`src/rtl/wb_arbiter.sv`:
```
// Round-robin arbiter sharing the single ROB writeback port among NREQ result sources.
// Each source owns a one-entry slot; the granted slot drains into a registered writeback stage.
module wb_arbiter #(
    parameter int unsigned NREQ = 4,
    parameter int unsigned PW   = 2
) (
    input  logic                 clk,
    input  logic                 rst,
    input  logic                 rob_flush,
    input  logic [NREQ-1:0]      req_valid,
    output logic [NREQ-1:0]      req_ready,
    input  logic [NREQ-1:0]      req_error,
    input  logic [5*NREQ-1:0]    req_ecause,
    input  logic [7*NREQ-1:0]    req_robid,
    input  logic [32*NREQ-1:0]   req_result,
    output logic                 wb_valid,
    output logic                 wb_error,
    output logic [4:0]           wb_ecause,
    output logic [6:0]           wb_robid,
    output logic [31:0]          wb_result
);

    logic [NREQ-1:0]        slot_valid;
    logic [NREQ-1:0]        slot_valid_next;
    logic [NREQ-1:0]        slot_error;
    logic [NREQ-1:0][4:0]   slot_ecause;
    logic [NREQ-1:0][6:0]   slot_robid;
    logic [NREQ-1:0][31:0]  slot_result;

    logic [PW-1:0]          rr_ptr;
    logic [PW-1:0]          rr_ptr_next;
    logic [NREQ-1:0]        grant;
    logic [NREQ-1:0]        accept;
    logic                   gnt_any;
    logic [PW-1:0]          gnt_idx;
    logic [PW-1:0]          scan_idx;

    // First valid slot at or after rr_ptr wins; depends on registered state only.
    always_comb begin
        grant    = '0;
        gnt_any  = 1'b0;
        gnt_idx  = '0;
        scan_idx = '0;
        for (int unsigned k = 0; k < NREQ; k++) begin
            scan_idx = PW'((32'(rr_ptr) + k) % NREQ);
            if (!gnt_any && slot_valid[scan_idx]) begin
                gnt_any         = 1'b1;
                gnt_idx         = scan_idx;
                grant[scan_idx] = 1'b1;
            end
        end
    end

    // A slot being drained this cycle can take a new beat, so a granted source streams at full rate.
    assign req_ready = ~slot_valid | grant;
    assign accept    = req_valid & req_ready & {NREQ{~rob_flush}};

    always_comb begin
        slot_valid_next = (slot_valid & ~grant) | accept;
        rr_ptr_next     = rr_ptr;
        if (rob_flush) begin
            slot_valid_next = '0;
        end else if (gnt_any) begin
            rr_ptr_next = (gnt_idx == PW'(NREQ - 1)) ? '0 : gnt_idx + PW'(1);
        end
    end

    always_ff @(posedge clk) begin
        if (rst) begin
            slot_valid <= '0;
            rr_ptr     <= '0;
        end else begin
            slot_valid <= slot_valid_next;
            rr_ptr     <= rr_ptr_next;
        end
    end

    // Slot payloads need no reset: slot_valid qualifies them.
    always_ff @(posedge clk) begin
        for (int unsigned i = 0; i < NREQ; i++) begin
            if (accept[i]) begin
                slot_error[i]  <= req_error[i];
                slot_ecause[i] <= req_ecause[5*i +: 5];
                slot_robid[i]  <= req_robid[7*i +: 7];
                slot_result[i] <= req_result[32*i +: 32];
            end
        end
    end

    // Writeback stage: data fields hold when nothing is granted or on flush.
    always_ff @(posedge clk) begin
        if (rst) begin
            wb_valid  <= 1'b0;
            wb_error  <= 1'b0;
            wb_ecause <= '0;
            wb_robid  <= '0;
            wb_result <= '0;
        end else if (!rob_flush && gnt_any) begin
            wb_valid  <= 1'b1;
            wb_error  <= slot_error[gnt_idx];
            wb_ecause <= slot_ecause[gnt_idx];
            wb_robid  <= slot_robid[gnt_idx];
            wb_result <= slot_result[gnt_idx];
        end else begin
            wb_valid  <= 1'b0;
        end
    end

endmodule

```
`config.mk`:
```
export PLATFORM = sky130hd
export DESIGN_NAME = wb_arbiter
export DESIGN_NICKNAME = d
export VERILOG_FILES = /design/src/rtl/wb_arbiter.sv
export SDC_FILE = /design/constraint.sdc
export NUM_CORES = 1
export LEC_CHECK = 0
export CAP_MARGIN = 20
export CORE_MARGIN = 2
export CORE_UTILIZATION = 41
export CTS_CLUSTER_DIAMETER = 40
export DETAILED_ROUTE_END_ITERATION = 10
export PLACE_DENSITY = 0.68
export SYNTH_ARGS = -nofsm -noshare
export SYNTH_HDL_FRONTEND = slang
export SYNTH_SLANG_ARGS = --single-unit
```
`constraint.sdc`:
```
create_clock -name clk -period 8.1 [get_ports clk]
set_clock_uncertainty 0.15 [all_clocks]
set_input_delay 1.62 -clock clk [delete_from_list [all_inputs] [get_ports clk]]
set_output_delay 1.62 -clock clk [all_outputs]
set_load 0.02 [all_outputs]
```
-- Yosys cells after proc, flatten, opt, wreduce, memory -nomap -nowiden
Cells that the tools add are included.
- register bits after elaboration: 232
- output and inout bits: 50
- logic and storage cells: 100
- add/sub/neg operators: 4
- magnitude comparators: 9
- equality and inequality tests: 1
- mux-type cells: 38
- bitwise operators: 11
- reductions and logical operators: 14
- operator list (kind ; number):
    binary-select mux 32 bit (select 2 bit) ; 1
    two-way mux 32 bit ; 1
    bitwise OR 4 bit ; 5
    two-way mux 4 bit ; 4
    less-than comparator 2 x 3 -> 1 bit (second input constant) ; 5
    binary-select mux 7 bit (select 2 bit) ; 1
    two-way mux 1 bit ; 14
    bitwise AND 4 bit ; 3
    binary-select mux 1 bit (select 2 bit) ; 5
    binary-select mux 5 bit (select 2 bit) ; 1
    two-way mux 2 bit ; 5
    demux 1 bit (select 2 bit) ; 4
    >= comparator 2 x 1 -> 1 bit (second input constant) ; 4
    logical AND 1 bit ; 8
    NOT 4 bit ; 2
    two-way mux 7 bit ; 1
    two-way mux 5 bit ; 1
    adder 2 x 1 -> 2 bit (second input constant) ; 2
    adder 2 bit (second input constant) ; 2
    logical NOT 1 bit ; 4
    equality test 2 bit (second input constant) ; 1
    AND reduction 2 bit ; 1
    OR reduction 2 bit ; 1
    NOT 1 bit ; 1

-- Logic depth before layout (Yosys ltp)
- depth in word-level cells: 16
- gate-level depth with buffers: 14
- gate-level depth less buffers: 8

-- Worst setup path after synthesis
No wires, ideal clock.
- path type: register to register
- from: reg rr_ptr[0]
- to: reg slot_ecause[10] (netlist name) (enable)
- library setup time: 513 ps
- arrival: 5887 ps
- path slack: 1550 ps
- stages on the path, launching flop included: 11
- buffers on the path: 3
- path through: dfxtp_1 > buf_2 > buf_2 > inv_1 > clkbuf_1 > ha_1 > mux4_2 > nor3_1 > a222oi_1 > and3_1 > nor3b_1
- cells in the longest elaborated chain, start to end: 15
- ends and longest elaborated chain (element ; line ; RTL):
    start: declaration ; 30 ; logic [PW-1:0] rr_ptr;
    start signal: assignment ; 74 ; rr_ptr <= rr_ptr_next;
    branches (longest 11 deep; another with less-than comparator 2 x 3 -> 1 bit) ; -- ;
    two-way mux 4 bit (*) ; 46 ; if (!gnt_any && slot_valid[scan_idx]) begin
    bitwise OR 4 bit (*) ; 55 ; assign req_ready = ~slot_valid | grant;
    bitwise AND 4 bit (*) (2 in a row) ; 56 ; assign accept = req_valid & req_ready & {NREQ{~rob_flush}};
    named net accept[2] ; 33 ; logic [NREQ-1:0] accept;
    end signal: indexed assignment ; 83 ; slot_ecause[i] <= req_ecause[5*i +: 5];
    end: declaration ; 26 ; logic [NREQ-1:0][4:0] slot_ecause;
Mark *: on every way through the listed nets, which the timed path passes. The select of a mux whose other input is x is not followed.
A chain may end at the register's enable or synchronous reset.

-- Worst setup path in the final report
- from: reg rr_ptr[0]
- to: out req_ready[3]
- cells in the longest elaborated chain, start to end: 13
- ends and longest elaborated chain (element ; line ; RTL):
    branches (longest 11 deep; another with less-than comparator 2 x 3 -> 1 bit) ; -- ;
    two-way mux 4 bit (*) ; 46 ;
    bitwise OR 4 bit (*) ; 55 ;
    end: declaration ; 11 ; output logic [NREQ-1:0] req_ready,
Mark *: on every way between the ends. The select of a mux whose other input is x is not followed.

==> metrics.md <==
| Metric | Value |
|---|---|
| Status | `finished, final reports clean` |
| Clock slew at reported path FFs | `approximately 0.05 ns` |
| Flop2flop setup slack | `2.32 ns` |
| Final wirelength | `roughly 28 mm` |
| CTS max path bufs | `3` |
| Largest delay contributor family on the critical path | `buffers and inverters` |
| Largest net degree at the start of global routing | `57` |
| Layout cell share with drive strength beyond 1 | `14.1%` |
| Critical Path AT | `approximately 4.7 ns` |
| Syn Inst Count | `734` |
| Setup TNS | `0 ns` |
| Post-CTS Setup Inserts | `0` |
| RSZ-0062 raised after global routing | `no` |
| Clk root buf | `clkbuf_16` |
| CP Max Fanout | `about 50` |
| Detailed-route vias per instance | `approximately 5.6` |
| Site Rows | `57` |
| CTS Hold Bufs | `0` |
| Total core area | `between 20000 and 25000 um2` |
| CP cell instances | `inv_2, ha_1, mux4_2, nor3_1, a222oi_1, and3_1, inv_1, clkdlybuf4s50_1` |
| Post-synth EDFFs | `180` |
| Fin nets | `approximately 1200` |
| VDD IR max | `around 0.15 mV` |
| Crit end category | `output port` |
| Die Footprint | `25800 um2` |
| Post-synth top flop | `edfxtp_1` |
| WS Path Type | `reg -> out` |
| Hpwl dp | `~16 mm` |
| Slew @ Worst Pin | `approximately 1.1 ns` |
| CP Buf/Inv Count | `3` |
| CP max stage cell | `dfxtp_1` |
| Critical R2R Capture | `wb_result[12]` |
| Crit path launch type | `flip-flop` |
| Pwr Density | `~280 nW/um2` |
| Avg Synthesized Cell Area | `roughly 14 um2` |
| Max_cap viols | `0` |
| CTS tree | `done` |
| Initial antenna violation count | `1` |
| Highest Clock Rate | `between 150 and 200 MHz` |
| N_diodes | `0` |
| Vias in the first global route | `7544` |
| Via Count | `approximately 7300` |
| Post-route ant nets | `0` |
| I/O Pins | `~240` |
| Worst r2r path cells | `10` |
| TritonCTS buffer count | `36` |
| Synth async-reset ratio | `0%` |
| Mapped Nets | `927` |
| CTS Sinks | `between 200 and 250` |
| Initial DRC Count | `514` |
| Leakage power | `~4.9 nW` |
| Remaining Overflow, GRT | `0` |
| CP peak stage delay | `~0.9 ns` |
| CP required | `6.33 ns` |
| Fill cells | `around 1900` |
| Yosys warnings | `0` |
| Critical R2R Launch | `rr_ptr[0]` |
| Fin crit share | `79.6%` |
| Worst hold slack | `0.377 ns` |
| Port bufs | `about 240` |
| Relative max-transition margin | `25.3%` |
| First-pass iteration count of the detailed router | `5` |
| Die W | `~160 um` |
| Clk_lat worst skew | `about 0.5 ns` |
| Yosys cell types | `between 40 and 50` |
| Area growth from synthesis to layout | `38.7%` |
| Levels on crit path | `8` |
| Die height | `around 160 um` |
| Critical path endpoint | `req_ready[3]` |
| Fin. max-slew vios | `0` |
| Sequential element share of the synthesized area | `64.0%` |
| Worst setup path start | `rr_ptr[0]` |
| Final Wtd Congestion | `~0.85` |
| Final setup viols | `0` |
| Fin. Hold Viols | `0` |
| First-pass GRT wire length | `roughly 43 mm` |
| Crit path time final | `between 6 and 7 ns` |
| Post-CTS Resized | `0` |
| Routed WL per cell | `~21 um` |
| Mapped cell area | `10100 um2` |
| Initial Util | `about two fifths` |
| Seq cells post-synth | `approximately 230` |
| H-tree depth | `2` |
| Worst Hold Class | `reg -> reg` |
| DRC viols | `0` |
| Overall routing resource usage | `a little over a fifth` |
==> cell usage after synthesis, drive strengths merged (4+ instances only) <==
library cell  number  share of area (%)
inv                8               0.30
a222oi             4               0.40
nor3              47                2.3
a21oi             47                2.4
a211oi            47                5.6
nor3b              4               0.30
nand3             45                2.2
a22o              46                4.0
mux4               4               0.89
edfxtp           180                 54
buf               29                2.2
mux2i             46                4.6
o21ai             47                2.4
nand2              5               0.19
nor2               8               0.32
and3               5               0.31
clkbuf            33                1.2
o21bai            45                3.4
o21a               5               0.37
dfxtp             52                 10
ha                 6               0.75
==> registers in the layout, indices dropped and copies added (netlist names), 4 cells and up <==
signal and count:
slot_result 128, wb_result 32, slot_robid 28, slot_ecause 20, wb_robid 7, wb_ecause 5, slot_error 4, slot_valid 4
==> cell type report <==
class                   count  area, um2  area share, %
well taps                 324        405           2.90
clock inverters            28        343           2.45
inverters                   8       30.0          0.215
multi-input cells         432       3320           23.8
flip-flops and latches    232       6450           46.1
repair buffers            250       2510           18.0
clock buffers              37        905           6.48
==> layout by cell type, fill, tap and decap left out, types with 2 or more instances in the layout <==
cell type,instances
clkdlybuf4s50_1,235
edfxtp_1,180
dfxtp_1,52
nor3_1,47
o21ai_0,46
a21oi_1,46
mux2i_1,45
a22o_1,45
nand3_1,45
o21bai_1,45
a211oi_2,40
clkbuf_16,36
buf_4,11
inv_1,7
nor2_1,7
a211oi_1,6
ha_1,6
clkinvlp_4,6
clkinv_2,6
bufinv_16,6
and3_1,5
nand2_1,5
o21a_1,5
mux4_2,4
a222oi_1,4
nor3b_2,4
inv_6,4
nor2b_1,2
o221ai_1,2
nor4_4,2
clkinv_4,2
clkinv_1,2
buf_16,2
==> logic make-up after synthesis <==
| logic type | synth area share (%) |
|---|---|
| flip-flops | 64.0 |
| XOR/XNOR | 0.0870 |
| multiplexers | 5.69 |
| AO/OA/AOI/OAI | 19.1 |
| AND/OR/NAND/NOR | 6.70 |
| adder cells (fa/ha/maj) | 0.745 |
| buffers and inverters | 3.70 |
==> power breakdown <==
group          switching (mW)  leakage [nW]  internal [mW]
clock                   0.563         0.596           1.02
combinational           0.495          2.23          0.388
sequential             0.0556          2.11           1.39
total                    1.11          4.94           2.79
==> worst register-to-register path: cells and delay by family (launching register included) <==
family	cells	cell delay [ns]
AOI/OAI and AO/OA	2	0.91
adders and majority gates	1	0.66
buffers and inverters	3	1.59
DFF	1	0.92
muxes	2	0.75
and+or+nand+nor	2	0.67
==> stage by stage <==
| stage | utilization (%) | power, mW | instance area, um2 | std cells | setup WS, ns |
|---|---|---|---|---|---|
| after floorplan | - | 2.02 | 10100 | 734 | 1.55 |
| after global placement | 52.2 | 2.31 | 12600 | 1243 | 2.25 |
| after detailed placement | 52.2 | 2.33 | 12600 | 1243 | 2.10 |
| after CTS | 57.3 | 3.92 | 13900 | 1308 | 1.65 |
| after global routing | 57.6 | 4.06 | 14000 | 1311 | 1.34 |
| final | 57.6 | 3.91 | 14000 | 1311 | 1.65 |
==> worst min-delay path by stage <==
stage | start | endpoint | slack [ns] | cells after the start
global route | wb_result[31] | wb_result[31] | 0.41 | 2
CTS | wb_result[31] | wb_result[31] | 0.38 | 2
finish | wb_result[31] | wb_result[31] | 0.38 | 2
global placement | wb_result[31] | wb_result[31] | 0.37 | 2
floorplan | slot_ecause[14] | wb_ecause[4] | 0.43 | 2
detailed placement | wb_result[31] | wb_result[31] | 0.37 | 2
==> per-layer routing <==
layer / part of all wire [%] / track usage (%) / vias to the layer above / routed length (um)
met4: 1.8 / 6.94 / 2 / 512
met3: 7.6 / 4.26 / 44 / 2150
met1: 42 / 28.4 / 3588 / 11800
li1: - / - / 3349 / -
met5: 0.053 / 0 / - / 15
met2: 48 / 35.5 / 325 / 13600
No activity file was read; power rests on OpenSTA's default activity.
